## src/rtl/game_tick_scheduler.sv

```systemverilog
// Game-loop timebase: shared prescaler, three channel dividers and an idle/run/pause/over sequencer.
// Define MARCH_ACCEL_EN to enable kill-driven speed-up of the invader march period.
module game_tick_scheduler #(
  parameter int BASE_DIV       = 1050000,
  parameter int MARCH_INIT     = 10,
  parameter int MARCH_MIN      = 2,
  parameter int MARCH_STEP     = 1,
  parameter int KILLS_PER_STEP = 4,
  parameter int BULLET_DIV     = 1,
  parameter int SHOT_DIV       = 3
) (
  input  logic       CLK,
  input  logic       Rst,
  input  logic       start,
  input  logic       pause,
  input  logic       game_over,
  input  logic       kill,
  output logic       base_tick,
  output logic       march_tick,
  output logic       bullet_tick,
  output logic       shot_tick,
  output logic       running,
  output logic [7:0] march_period
);

  localparam int PRE_W = $clog2(BASE_DIV);

  typedef enum logic [1:0] {IDLE, RUN, PAUSE, OVER} state_t;

  state_t             state, state_next;
  logic [PRE_W-1:0]   prescaler;
  logic [7:0]         march_cnt, bullet_cnt, shot_cnt;
  logic [7:0]         period_q;
  logic               reinit, advance, terminal;

  always_ff @(posedge CLK or negedge Rst) begin
    if (!Rst) state <= IDLE;
    else      state <= state_next;
  end

  always_comb begin
    state_next = state;
    case (state)
      IDLE:    if (start) state_next = RUN;
      RUN:     if (game_over) state_next = OVER;
               else if (pause) state_next = PAUSE;
      PAUSE:   if (game_over) state_next = OVER;
               else if (!pause) state_next = RUN;
      OVER:    if (start) state_next = RUN;
      default: state_next = IDLE;
    endcase
  end

  // Only cycles that stay in RUN advance the timebase, so no pulse can land in PAUSE or OVER.
  assign reinit   = (state == IDLE) || ((state == OVER) && start);
  assign advance  = (state == RUN) && !game_over && !pause;
  assign terminal = advance && (prescaler == PRE_W'(BASE_DIV - 1));
  assign running  = (state == RUN);

  always_ff @(posedge CLK or negedge Rst) begin
    if (!Rst) begin
      prescaler   <= '0;
      march_cnt   <= '0;
      bullet_cnt  <= '0;
      shot_cnt    <= '0;
      base_tick   <= 1'b0;
      march_tick  <= 1'b0;
      bullet_tick <= 1'b0;
      shot_tick   <= 1'b0;
    end else begin
      base_tick   <= 1'b0;
      march_tick  <= 1'b0;
      bullet_tick <= 1'b0;
      shot_tick   <= 1'b0;
      if (reinit) begin
        prescaler  <= '0;
        march_cnt  <= '0;
        bullet_cnt <= '0;
        shot_cnt   <= '0;
      end else if (terminal) begin
        prescaler <= '0;
        base_tick <= 1'b1;
        // >= rather than == catches a march counter left beyond a freshly shortened period.
        if (march_cnt >= period_q - 8'd1) begin
          march_cnt  <= '0;
          march_tick <= 1'b1;
        end else begin
          march_cnt <= march_cnt + 8'd1;
        end
        if (bullet_cnt >= 8'(BULLET_DIV - 1)) begin
          bullet_cnt  <= '0;
          bullet_tick <= 1'b1;
        end else begin
          bullet_cnt <= bullet_cnt + 8'd1;
        end
        if (shot_cnt >= 8'(SHOT_DIV - 1)) begin
          shot_cnt  <= '0;
          shot_tick <= 1'b1;
        end else begin
          shot_cnt <= shot_cnt + 8'd1;
        end
      end else if (advance) begin
        prescaler <= prescaler + PRE_W'(1);
      end
    end
  end

`ifdef MARCH_ACCEL_EN
  localparam int KW = $clog2(KILLS_PER_STEP + 1);

  logic [KW-1:0] kill_cnt;
  logic          kill_ok;
  logic [7:0]    period_dec;

  assign kill_ok    = kill && !game_over && ((state == RUN) || (state == PAUSE));
  assign period_dec = (period_q > 8'(MARCH_MIN + MARCH_STEP)) ? period_q - 8'(MARCH_STEP)
                                                               : 8'(MARCH_MIN);

  always_ff @(posedge CLK or negedge Rst) begin
    if (!Rst) begin
      kill_cnt <= '0;
      period_q <= 8'(MARCH_INIT);
    end else if (reinit) begin
      kill_cnt <= '0;
      period_q <= 8'(MARCH_INIT);
    end else if (kill_ok) begin
      if (kill_cnt == KW'(KILLS_PER_STEP - 1)) begin
        kill_cnt <= '0;
        period_q <= period_dec;
      end else begin
        kill_cnt <= kill_cnt + KW'(1);
      end
    end
  end
`else
  logic unused_kill;
  assign unused_kill = kill;
  assign period_q    = 8'(MARCH_INIT);
`endif

  assign march_period = period_q;

endmodule

```

## config.mk

```make
export PLATFORM = sky130hd
export DESIGN_NAME = game_tick_scheduler
export DESIGN_NICKNAME = d
export VERILOG_FILES = /design/src/rtl/game_tick_scheduler.sv
export SDC_FILE = /design/constraint.sdc
export NUM_CORES = 1
export LEC_CHECK = 0
export CELL_PAD_IN_SITES_DETAIL_PLACEMENT = 1
export CELL_PAD_IN_SITES_GLOBAL_PLACEMENT = 1
export CORE_MARGIN = 2
export CORE_UTILIZATION = 45
export CTS_CLUSTER_DIAMETER = 60
export DETAILED_ROUTE_END_ITERATION = 8
export GPL_ROUTABILITY_DRIVEN = 0
export GPL_TIMING_DRIVEN = 0
export PLACE_DENSITY = 0.81
export SYNTH_ARGS = -nofsm -noshare
export SYNTH_HDL_FRONTEND = slang
export SYNTH_SLANG_ARGS = --single-unit
```

## constraint.sdc

```tcl
create_clock -name CLK -period 2.5 [get_ports CLK]
set_input_delay 0.5 -clock CLK [delete_from_list [all_inputs] [get_ports CLK]]
set_output_delay 0.5 -clock CLK [all_outputs]
set_load 0.01 [all_outputs]
```

==> results of run 1 <==
-- power groups by stage --
stage               clock network, mW  logic [mW]  registers [mW]
finish                          0.453       0.518           0.753
CTS                             0.474       0.530           0.752
global placement                    0       0.506           0.761
global route                    0.507       0.597           0.761
detailed placement                  0       0.526           0.766
floorplan                           0       0.361           0.755
-- metal layers --
layer | wire (um) | global-route usage (%) | part of all wire, % | vias up
met5 | 0 | 0 | 0 | -
met3 | 124 | 3.791 | 2.4 | 11
met1 | 2334 | 24.66 | 45 | 913
li1 | - | - | - | 878
met4 | 127 | 7.818 | 2.4 | 0
met2 | 2649 | 34.78 | 51 | 27
-- path summary, 6_finish.rpt --
path	end	startpoint
max	running	state[1]
min	march_cnt[5]	Rst
max reg2reg	prescaler[7]	state[1]
min reg2reg	shot_cnt[7]	shot_cnt[7]
max in group asynchronous	prescaler[8]	Rst
min in group CLK	shot_cnt[7]	shot_cnt[7]
-- worst max-delay path, delay by kind of cell (launching register included) --
kind	cells	cell delay [ns]
adder cells (fa/ha/maj)	1	0.20
buffers and inverters	2	0.68
flip-flops	1	0.42
-- kinds of logic after synthesis --
group / share of synthesized area (%)
AND/OR/NAND/NOR: 22.88
AO/OA/AOI/OAI: 16.44
flip-flops: 44.70
buffers and inverters: 6.706
adder cells (fa/ha/maj): 5.854
XOR/XNOR: 2.235
other: 0.3194
multiplexers: 0.8516
-- cell usage after synthesis, types with 3 or more instances --
cell / number
sky130_fd_sc_hd__dfrtp_1: 42
sky130_fd_sc_hd__a21oi_1: 18
sky130_fd_sc_hd__o21ai_0: 14
sky130_fd_sc_hd__buf_4: 11
sky130_fd_sc_hd__ha_1: 11
sky130_fd_sc_hd__and2_1: 10
sky130_fd_sc_hd__o31ai_1: 10
sky130_fd_sc_hd__or4_1: 10
sky130_fd_sc_hd__nor2_1: 9
sky130_fd_sc_hd__nand2_1: 8
sky130_fd_sc_hd__nand4_1: 8
sky130_fd_sc_hd__inv_1: 7
sky130_fd_sc_hd__buf_2: 6
sky130_fd_sc_hd__nand3_1: 6
sky130_fd_sc_hd__xor2_1: 6
sky130_fd_sc_hd__and3_1: 5
sky130_fd_sc_hd__a21oi_2: 4
sky130_fd_sc_hd__or3_1: 4
sky130_fd_sc_hd__or4_4: 3
-- layout by cell type, fill, tap and decap left out, types with 8 or more instances in the layout --
cell type / Yosys / layout
sky130_fd_sc_hd__buf_4: 11 / 11
sky130_fd_sc_hd__o21ai_0: 14 / 14
sky130_fd_sc_hd__or4_1: 10 / 10
sky130_fd_sc_hd__ha_1: 11 / 11
sky130_fd_sc_hd__conb_1: 2 / 8
sky130_fd_sc_hd__and2_1: 10 / 10
sky130_fd_sc_hd__nand2_1: 8 / 8
sky130_fd_sc_hd__clkdlybuf4s50_1: 0 / 8
sky130_fd_sc_hd__a21oi_1: 18 / 18
sky130_fd_sc_hd__nor2_1: 9 / 9
sky130_fd_sc_hd__dfrtp_1: 42 / 42
sky130_fd_sc_hd__o31ai_1: 10 / 10
sky130_fd_sc_hd__nand4_1: 8 / 8
-- through the flow --
stage / power (mW) / utilization (%) / TNS (ns) / cell area (um^2) / hold WS [ns]
floorplan: 1.116 / - / 0 / 2374 / 0.2044
global placement: 1.267 / 50.27 / -8.648 / 2551 / 0.4637
detailed placement: 1.292 / 50.57 / 0 / 2566 / 0.3830
CTS: 1.757 / 52.44 / 0 / 2661 / 0.05972
global route: 1.865 / 52.44 / 0 / 2661 / 0.05082
finish: 1.723 / 52.44 / 0 / 2661 / 0.05553
-- registers in the layout, indices dropped and copies added (netlist names) --
signal       cells
shot_tick        1
march_cnt        8
shot_cnt         8
state            2
prescaler       21
bullet_tick      1
march_tick       1
-- cell type report --
cell class / count / area (um^2) / area share [%]
Multi-Input combinational cell: 167 / 1165 / 43.77
Sequential cell: 42 / 1051 / 39.49
Buffer: 20 / 131.4 / 4.937
Timing Repair Buffer: 10 / 105.1 / 3.949
Tap cell: 70 / 87.58 / 3.291
Clock buffer: 6 / 82.58 / 3.103
Inverter: 7 / 26.28 / 0.9873
Clock inverter: 2 / 12.51 / 0.4701
==> impl_metrics.tcl, run 1 <==
set metrics [dict create \
    setup_viol_count_final 0 \
    routed_wl_mm 5.236 \
    tritoncts "yes" \
    cts_resized 0 \
    grt_first_pass_wirelength_mm 9.328 \
    cts_inserted_buffers 5 \
    p_clk_share_pct 26.3 \
    actual_transition_at_the_worst_max_transition_pin_ns 0.5867 \
    fmax_mhz 477.8 \
    synth.top_cells.by_area "sky130_fd_sc_hd__dfrtp_1 (45%), sky130_fd_sc_hd__ha_1 (5.9%), sky130_fd_sc_hd__a21oi_1 (3.8%)" \
    num_vias 1829 \
    clkSlewWorstSetupHoldPaths_ns 0.08 \
    netlist_area_mm2 0.002351 \
    cp_max_fo 4 \
    post-synth-top-area-cell "sky130_fd_sc_hd__dfrtp_1" \
    ffs_w_async_s_r_synth_pct 100.0 \
    critPathLaunchType "flip-flop" \
    cts_num_sinks 42 \
    synth-edff-count 0 \
    timing_max_transition_violations_final 0 \
    preCtsSetupSlack_ns 0.1041 \
    setup_slack_ns 0.4071 \
    die_w_um 76.28 \
    cts_root_buffer "sky130_fd_sc_hd__clkbuf_8" \
    std_cell_rows 26 \
    result_of_the_run "complete, no violations" \
    coreArea_mm2 0.005075 \
    globalRouteOverflowTotal 0 \
    total_switching_power_uw 600.9 \
    die_y_um 76.28 \
    initial_core_util_pct 46.33 \
    hold_buffers 0 \
    post-route-min-period_ns 2.093 \
    drt_first_pass_iters 4 \
    grt_antenna_before_repair 0 \
    fin_cells 324 \
    sequential_to_total_area_share_from_yosys_stat_pct 44.70 \
    critical_path_required_ns 2.00 \
    worst_path_max_delay_cell "sky130_fd_sc_hd__clkdlybuf4s50_1" \
    timing_worst_setup_path_type "flip-flop to primary output" \
    worst-r2r-cell-count 7 \
    number_of_buffers_on_the_longest_clock_path 2 \
    drcViolationCount 0 \
    power_frac_seq_pct 43.7 \
    power_leakage_nw 1.160 \
    yosys.cell_types.count 46 \
    pin_count_of_the_biggest_net_entering_global_routing 35 \
    place_inst 316 \
    die-area_mm2 0.005819 \
    nFillCells 592 \
    worstSetupEndpointType "primary output" \
    power_density_mw_per_mm2 647.5 \
    first_global_vias 1948 \
    power.internal_mw 1.122 \
    timing_hold_violations_final 0 \
    layout-area-overhead-vs-synth_pct 13.20 \
    timing.hold.worst.class "input port to asynchronous set/reset pin" \
    synth_top_cell_area_share_pct 44.70 \
    power.switching_fraction_pct 34.87 \
    post_dp_hpwl_mm 3.806 \
    critical-path-max-stage-delay_ns 0.56 \
    synth-seq-cells 42 \
    htree_num_levels 2 \
    slew-limit-headroom_pct 60.72 \
    clkLatencyLatePin_ns 0.29 \
    crit_arrival_ns 1.59 \
    rsz0062_at_grt "false" \
    wirelength_per_cell_um 16.16 \
    worstPathCellList "inv_1, ha_1, clkdlybuf4s50_1" \
    fraction_of_layout_instances_using_a_drive_strength_above_1_pct 17.32 \
    post_cts.repair.setup_buffers 0 \
    first_iter_violations 60 \
    share_comb_of_total_power_pct 30.0 \
    portion_of_the_clock_cycle_consumed_by_the_worst_path_in_the_final_layout_pct 83.72 \
    finalClockSkew_ns 0.008229 \
    number_of_top_level_design_ports 19 \
    synthFlopType "sky130_fd_sc_hd__dfrtp_1" \
    placement.io_buffers 9 \
    post_synth.cell_area_avg_um2 10.22 \
    synth_warnings 0 \
    detail_route.vias_per_cell 5.645 \
    post_synth_inst_count 230 \
    globalRouteTotalUtil_pct 20.05 \
    r2r_slack_ns 0.44 \
    antenna_cells 0 \
    vdd_drop_max_uv 520.7 \
    finalNetCount 270 \
    drt.antenna.violating_nets 0 \
    maxCapViolCount 0 \
]
Note: power is estimated with default switching activity, not from simulation.
==> run 2: changes to the inputs <==
- clock period: 2.5 -> 2.15 ns (I/O delays scaled with it)
==> impl_metrics.tcl, run 2 (synthesis results as in run 1) <==
set metrics [dict create \
    largest_register "prescaler" \
    maxCapViolCount 0 \
    nFillCells 592 \
    cts_inserted_buffers 5 \
    grt_first_pass_wirelength_mm 9.328 \
    timing_hold_violations_final 0 \
    setup_viol_count_final 0 \
    clkSlewWorstSetupHoldPaths_ns 0.08 \
    antenna_cells 0 \
    finalNetCount 277 \
    cts_root_buffer "sky130_fd_sc_hd__clkbuf_8" \
    die-area_mm2 0.005819 \
    mostFrequentLayoutCell "sky130_fd_sc_hd__dfrtp_1" \
    p_clk_share_pct 25.9 \
    total_switching_power_uw 716.8 \
    coreArea_mm2 0.005075 \
    clkLatencyLatePin_ns 0.29 \
    post_dp_hpwl_mm 3.806 \
    layout.core_utilization_pct 53.75 \
    globalRouteTotalUtil_pct 20.05 \
    std_cell_rows 26 \
    result_of_the_run "complete, no violations" \
    power.switching_fraction_pct 35.07 \
    pin_count_of_the_biggest_net_entering_global_routing 35 \
    grt_antenna_before_repair 0 \
    cts_num_sinks 42 \
    htree_num_levels 2 \
    r2r_slack_ns 0.06 \
    critPathLaunchType "input port" \
    initial_core_util_pct 46.33 \
    vdd_drop_max_uv 619.8 \
    fmax_mhz 477.1 \
    power.internal_mw 1.327 \
    worstSetupEndpointType "flip-flop" \
    critical_path_required_ns 2.37 \
    drcViolationCount 0 \
    placement.io_buffers 9 \
    post-route-min-period_ns 2.096 \
    power_frac_seq_pct 42.9 \
    globalRouteOverflowTotal 0 \
    number_of_top_level_design_ports 19 \
    largest_register_ff_count 21 \
    routed_wl_mm 5.398 \
    die_y_um 76.28 \
    power_leakage_nw 1.192 \
    wirelength_per_cell_um 16.31 \
    portion_of_the_clock_cycle_consumed_by_the_worst_path_in_the_final_layout_pct 97.49 \
    fraction_of_layout_instances_using_a_drive_strength_above_1_pct 21.07 \
    detail_route.vias_per_cell 5.622 \
    first_global_vias 1948 \
    tritoncts "yes" \
    hold_slack_ns 0.4842 \
    share_comb_of_total_power_pct 31.3 \
    die_w_um 76.28 \
    layout-area-overhead-vs-synth_pct 16.02 \
    power_density_mw_per_mm2 749.4 \
    drt_first_pass_iters 4 \
    cp_max_fo 5 \
    num_vias 1861 \
    crit_arrival_ns 2.32 \
    first_iter_violations 65 \
    timing_worst_setup_path_type "input port to flip-flop" \
    finalSetupTns_ns 0 \
    most-common-layout-cells "sky130_fd_sc_hd__dfrtp_1 (42), sky130_fd_sc_hd__buf_4 (17), sky130_fd_sc_hd__a21oi_1 (16), sky130_fd_sc_hd__o21ai_0 (14)" \
    finalClockSkew_ns 0.008369 \
    drt.antenna.violating_nets 0 \
    timing_max_transition_violations_final 0 \
    number_of_buffers_on_the_longest_clock_path 2 \
    reg_top3 "prescaler: 21 flops, march_cnt: 8 flops, shot_cnt: 8 flops" \
    timing.hold.worst.class "flip-flop to flip-flop" \
]
run 2: cell count changes in the layout (fill, tap and decap cells not counted), sizes merged:
| cell | delta |
|---|---|
| dlygate4sd3 | +1 |
| buf | +6 |
run 2: what timing repair did:
action / 4_1_cts / 5_1_grt
hold endpoints to repair: 8 / 0
setup buffers: 0 / 6
hold buffers: 1 / 0
gates resized for setup: 0 / 6
setup endpoints to repair: 0 / 29
run 2: power groups by stage:
stage	Sequential (mW)	Clock, mW	Combinational [mW]
floorplan	0.878	0	0.420
global placement	0.885	0	0.588
detailed placement	0.891	0	0.612
CTS	0.875	0.551	0.618
global route	0.886	0.590	0.730
finish	0.876	0.528	0.639
run 2: final timing paths:
| check | startpoint | endpoint | cells past startpoint |
|---|---|---|---|
| worst min register to register | shot_cnt[7] | shot_cnt[7] | 1 |
| max in group asynchronous | Rst | prescaler[8] | 3 |
| worst max-delay path | game_over | prescaler[18] | 6 |
| worst max register to register | state[1] | prescaler[18] | 7 |
| worst min-delay path | shot_cnt[7] | shot_cnt[7] | 1 |
| min in group asynchronous | Rst | march_cnt[5] | 2 |
run 2: layer usage:
layer	wire (um)	share of wire (%)	up-vias	global-route usage (%)
met4	130	2.4	0	7.818
met3	117	2.2	14	3.673
met2	2727	51	25	34.78
met5	0	0	-	0
met1	2423	45	933	24.73
li1	-	-	889	-
run 2: layout make-up:
class	count	area (um^2)	share of cell area, %
Buffer	20	132.6	4.862
Clock buffer	6	82.58	3.028
Clock inverter	2	12.51	0.4587
Inverter	7	26.28	0.9633
Multi-Input combinational cell	167	1175	43.07
Sequential cell	42	1051	38.53
Tap cell	70	87.58	3.211
Timing Repair Buffer	17	160.2	5.872
run 2: worst max-delay path, cell delays in order:
cell and delay [ns]:
sky130_fd_sc_hd__clkdlybuf4s50_1 0.52, sky130_fd_sc_hd__nor3b_4 0.32, sky130_fd_sc_hd__o211ai_1 0.26, sky130_fd_sc_hd__buf_4 0.21, sky130_fd_sc_hd__or4_1 0.43, sky130_fd_sc_hd__a21oi_2 0.15
run 2: through the flow:
stage / cells / area (um^2) / total power [mW] / setup slack, ns
global route: 331 / 2728 / 2.206 / -0.05395
detailed placement: 316 / 2566 / 1.503 / -0.1759
CTS: 325 / 2671 / 2.044 / 0.06750
global placement: 315 / 2551 / 1.473 / -0.4882
finish: 331 / 2728 / 2.044 / 0.05393
floorplan: 236 / 2374 / 1.297 / 0.2547
==> run 3: changes to the inputs <==
- CORE_UTILIZATION: 45 -> 30
- PLACE_DENSITY: 0.81 -> 0.59
==> impl_metrics.tcl, run 3 (synthesis results as in run 1) <==
set metrics [dict create \
    most-common-layout-cells "sky130_fd_sc_hd__dfrtp_1 (42), sky130_fd_sc_hd__buf_4 (20), sky130_fd_sc_hd__a21oi_1 (16), sky130_fd_sc_hd__o21ai_0 (12)" \
    wirelength_per_cell_um 14.93 \
    hold_slack_ns 0.4881 \
    reg_top3 "prescaler: 21 flops, march_cnt: 8 flops, shot_cnt: 8 flops" \
    die-area_mm2 0.008561 \
    initial_core_util_pct 30.74 \
    mostFrequentLayoutCell "sky130_fd_sc_hd__dfrtp_1" \
    layout.core_utilization_pct 36.62 \
    worst_path_max_delay_cell "sky130_fd_sc_hd__dfrtp_1" \
    clkSlewWorstSetupHoldPaths_ns 0.08 \
    vdd_drop_max_uv 340.4 \
    power_leakage_nw 1.206 \
    setup_viol_count_final 0 \
    timing.hold.worst.class "flip-flop to flip-flop" \
    fmax_mhz 480.9 \
    post-route-min-period_ns 2.080 \
    cp_max_fo 5 \
    portion_of_the_clock_cycle_consumed_by_the_worst_path_in_the_final_layout_pct 96.73 \
    crit_arrival_ns 2.31 \
    critical_path_required_ns 2.38 \
    hold-path-endpoint "shot_cnt[3]" \
    finalClockSkew_ns 0.007730 \
    timing_max_transition_violations_final 0 \
    grt_first_pass_wirelength_mm 9.266 \
    reg2reg_from "state[1]" \
    first_iter_violations 77 \
    preCtsSetupSlack_ns -0.2061 \
    cp_num_cells 7 \
    setup_slack_ns 0.07037 \
    antenna_cells 0 \
    cts_num_sinks 42 \
    critPathLaunchType "flip-flop" \
    slew-limit-headroom_pct 65.70 \
    min-delay-start "shot_cnt[3]" \
    number_of_top_level_design_ports 19 \
    power_density_mw_per_mm2 739.8 \
    drt_first_pass_iters 4 \
    cts_inserted_buffers 5 \
    worst-path-buf-inv 2 \
    routed_wl_mm 5.465 \
    post_dp_hpwl_mm 3.761 \
    coreArea_mm2 0.007647 \
    finalNetCount 280 \
    hold-path-cell-count 1 \
    largest_register "prescaler" \
    r2r_slack_ns 0.07 \
    globalRouteOverflowTotal 0 \
    first_global_vias 1868 \
    drcViolationCount 0 \
    die_y_um 92.53 \
    number_of_buffers_on_the_longest_clock_path 2 \
    detail_route.vias_per_cell 4.970 \
    largest_register_ff_count 21 \
    die_w_um 92.53 \
    pin_count_of_the_biggest_net_entering_global_routing 34 \
    worstPathCellList "inv_2, ha_2, nor3b_4, o211ai_1, buf_4, or4_1, a21oi_1" \
    std_cell_rows 32 \
    dpl-instance-area_mm2 0.002606 \
    clkLatencyLatePin_ns 0.30 \
    drt.antenna.violating_nets 0 \
    layout-area-overhead-vs-synth_pct 19.11 \
    finish.instance_area_mm2 0.002800 \
    actual_transition_at_the_worst_max_transition_pin_ns 0.5144 \
    timing_worst_setup_path_type "flip-flop to flip-flop" \
    worstSetupEndpointType "flip-flop" \
    timing.critical_path.max_delay_family "simple AND/OR/NAND/NOR gates" \
    fraction_of_layout_instances_using_a_drive_strength_above_1_pct 22.73 \
    grt_antenna_before_repair 0 \
    critical-path-max-stage-delay_ns 0.43 \
    result_of_the_run "complete, no violations" \
    r2r_end "prescaler[18]" \
    cts_root_buffer "sky130_fd_sc_hd__clkbuf_8" \
    maxCapViolCount 0 \
    num_vias 1819 \
    nFillCells 875 \
    placement.io_buffers 9 \
    htree_num_levels 2 \
    tritoncts "yes" \
    worst-r2r-cell-count 7 \
    timing_hold_violations_final 0 \
    globalRouteTotalUtil_pct 13.81 \
]
==> run 3: cell count changes in the layout (fill, tap and decap cells not counted), sizes merged <==
cell	change
clkinvlp	-1
clkbuf	+1
buf	+3
==> run 3: worst max path at each step <==
stage                          from       endpoint  slack (ns)
after global placement          Rst       state[1]       -0.58
after detailed placement  game_over   prescaler[7]       -0.21
after CTS                  state[1]   prescaler[7]        0.05
after floorplan            state[1]  prescaler[20]        0.25
after global routing       state[1]  prescaler[18]       -0.01
final                      state[1]  prescaler[18]        0.07
==> run 3: power breakdown <==
group	total, mW	switching (mW)	internal, mW
clock	0.538	0.279	0.260
sequential	0.873	0.0407	0.833
combinational	0.660	0.409	0.251
total	2.07	0.729	1.34
==> run 3: metal layers <==
metal	wire (um)	GRT usage, %	vias to the layer above
met5	0	0	-
met4	78	4.975	0
met3	116	3.173	7
met2	2516	22.20	17
met1	2754	18.21	895
li1	-	-	900
==> run 3: cell type report <==
class	instances	area, um^2	area share, %
tap	102	127.6	4.558
sequential	42	1051	37.53
clock buffer	7	86.33	3.083
buffer	20	135.1	4.826
multi-input combinational	167	1186	42.36
clock inverter	1	5.005	0.1787
inverter	7	26.28	0.9383
timing repair buffer	20	182.7	6.524
==> run 3: through the flow <==
step                      total power, mW  cells  setup TNS, ns
after floorplan                     1.297    236              0
after global placement              1.499    347         -27.90
after detailed placement            1.502    348         -4.271
after CTS                           2.049    357              0
after global routing                2.211    366       -0.01304
final                               2.072    366              0
==> run 3: repair_timing <==
action | CTS | global route
buffers inserted | 0 | 9
gates resized for setup | 0 | 13
endpoints found under the hold margin | 9 | 0
hold buffers | 1 | 0
setup endpoints to repair | 0 | 25
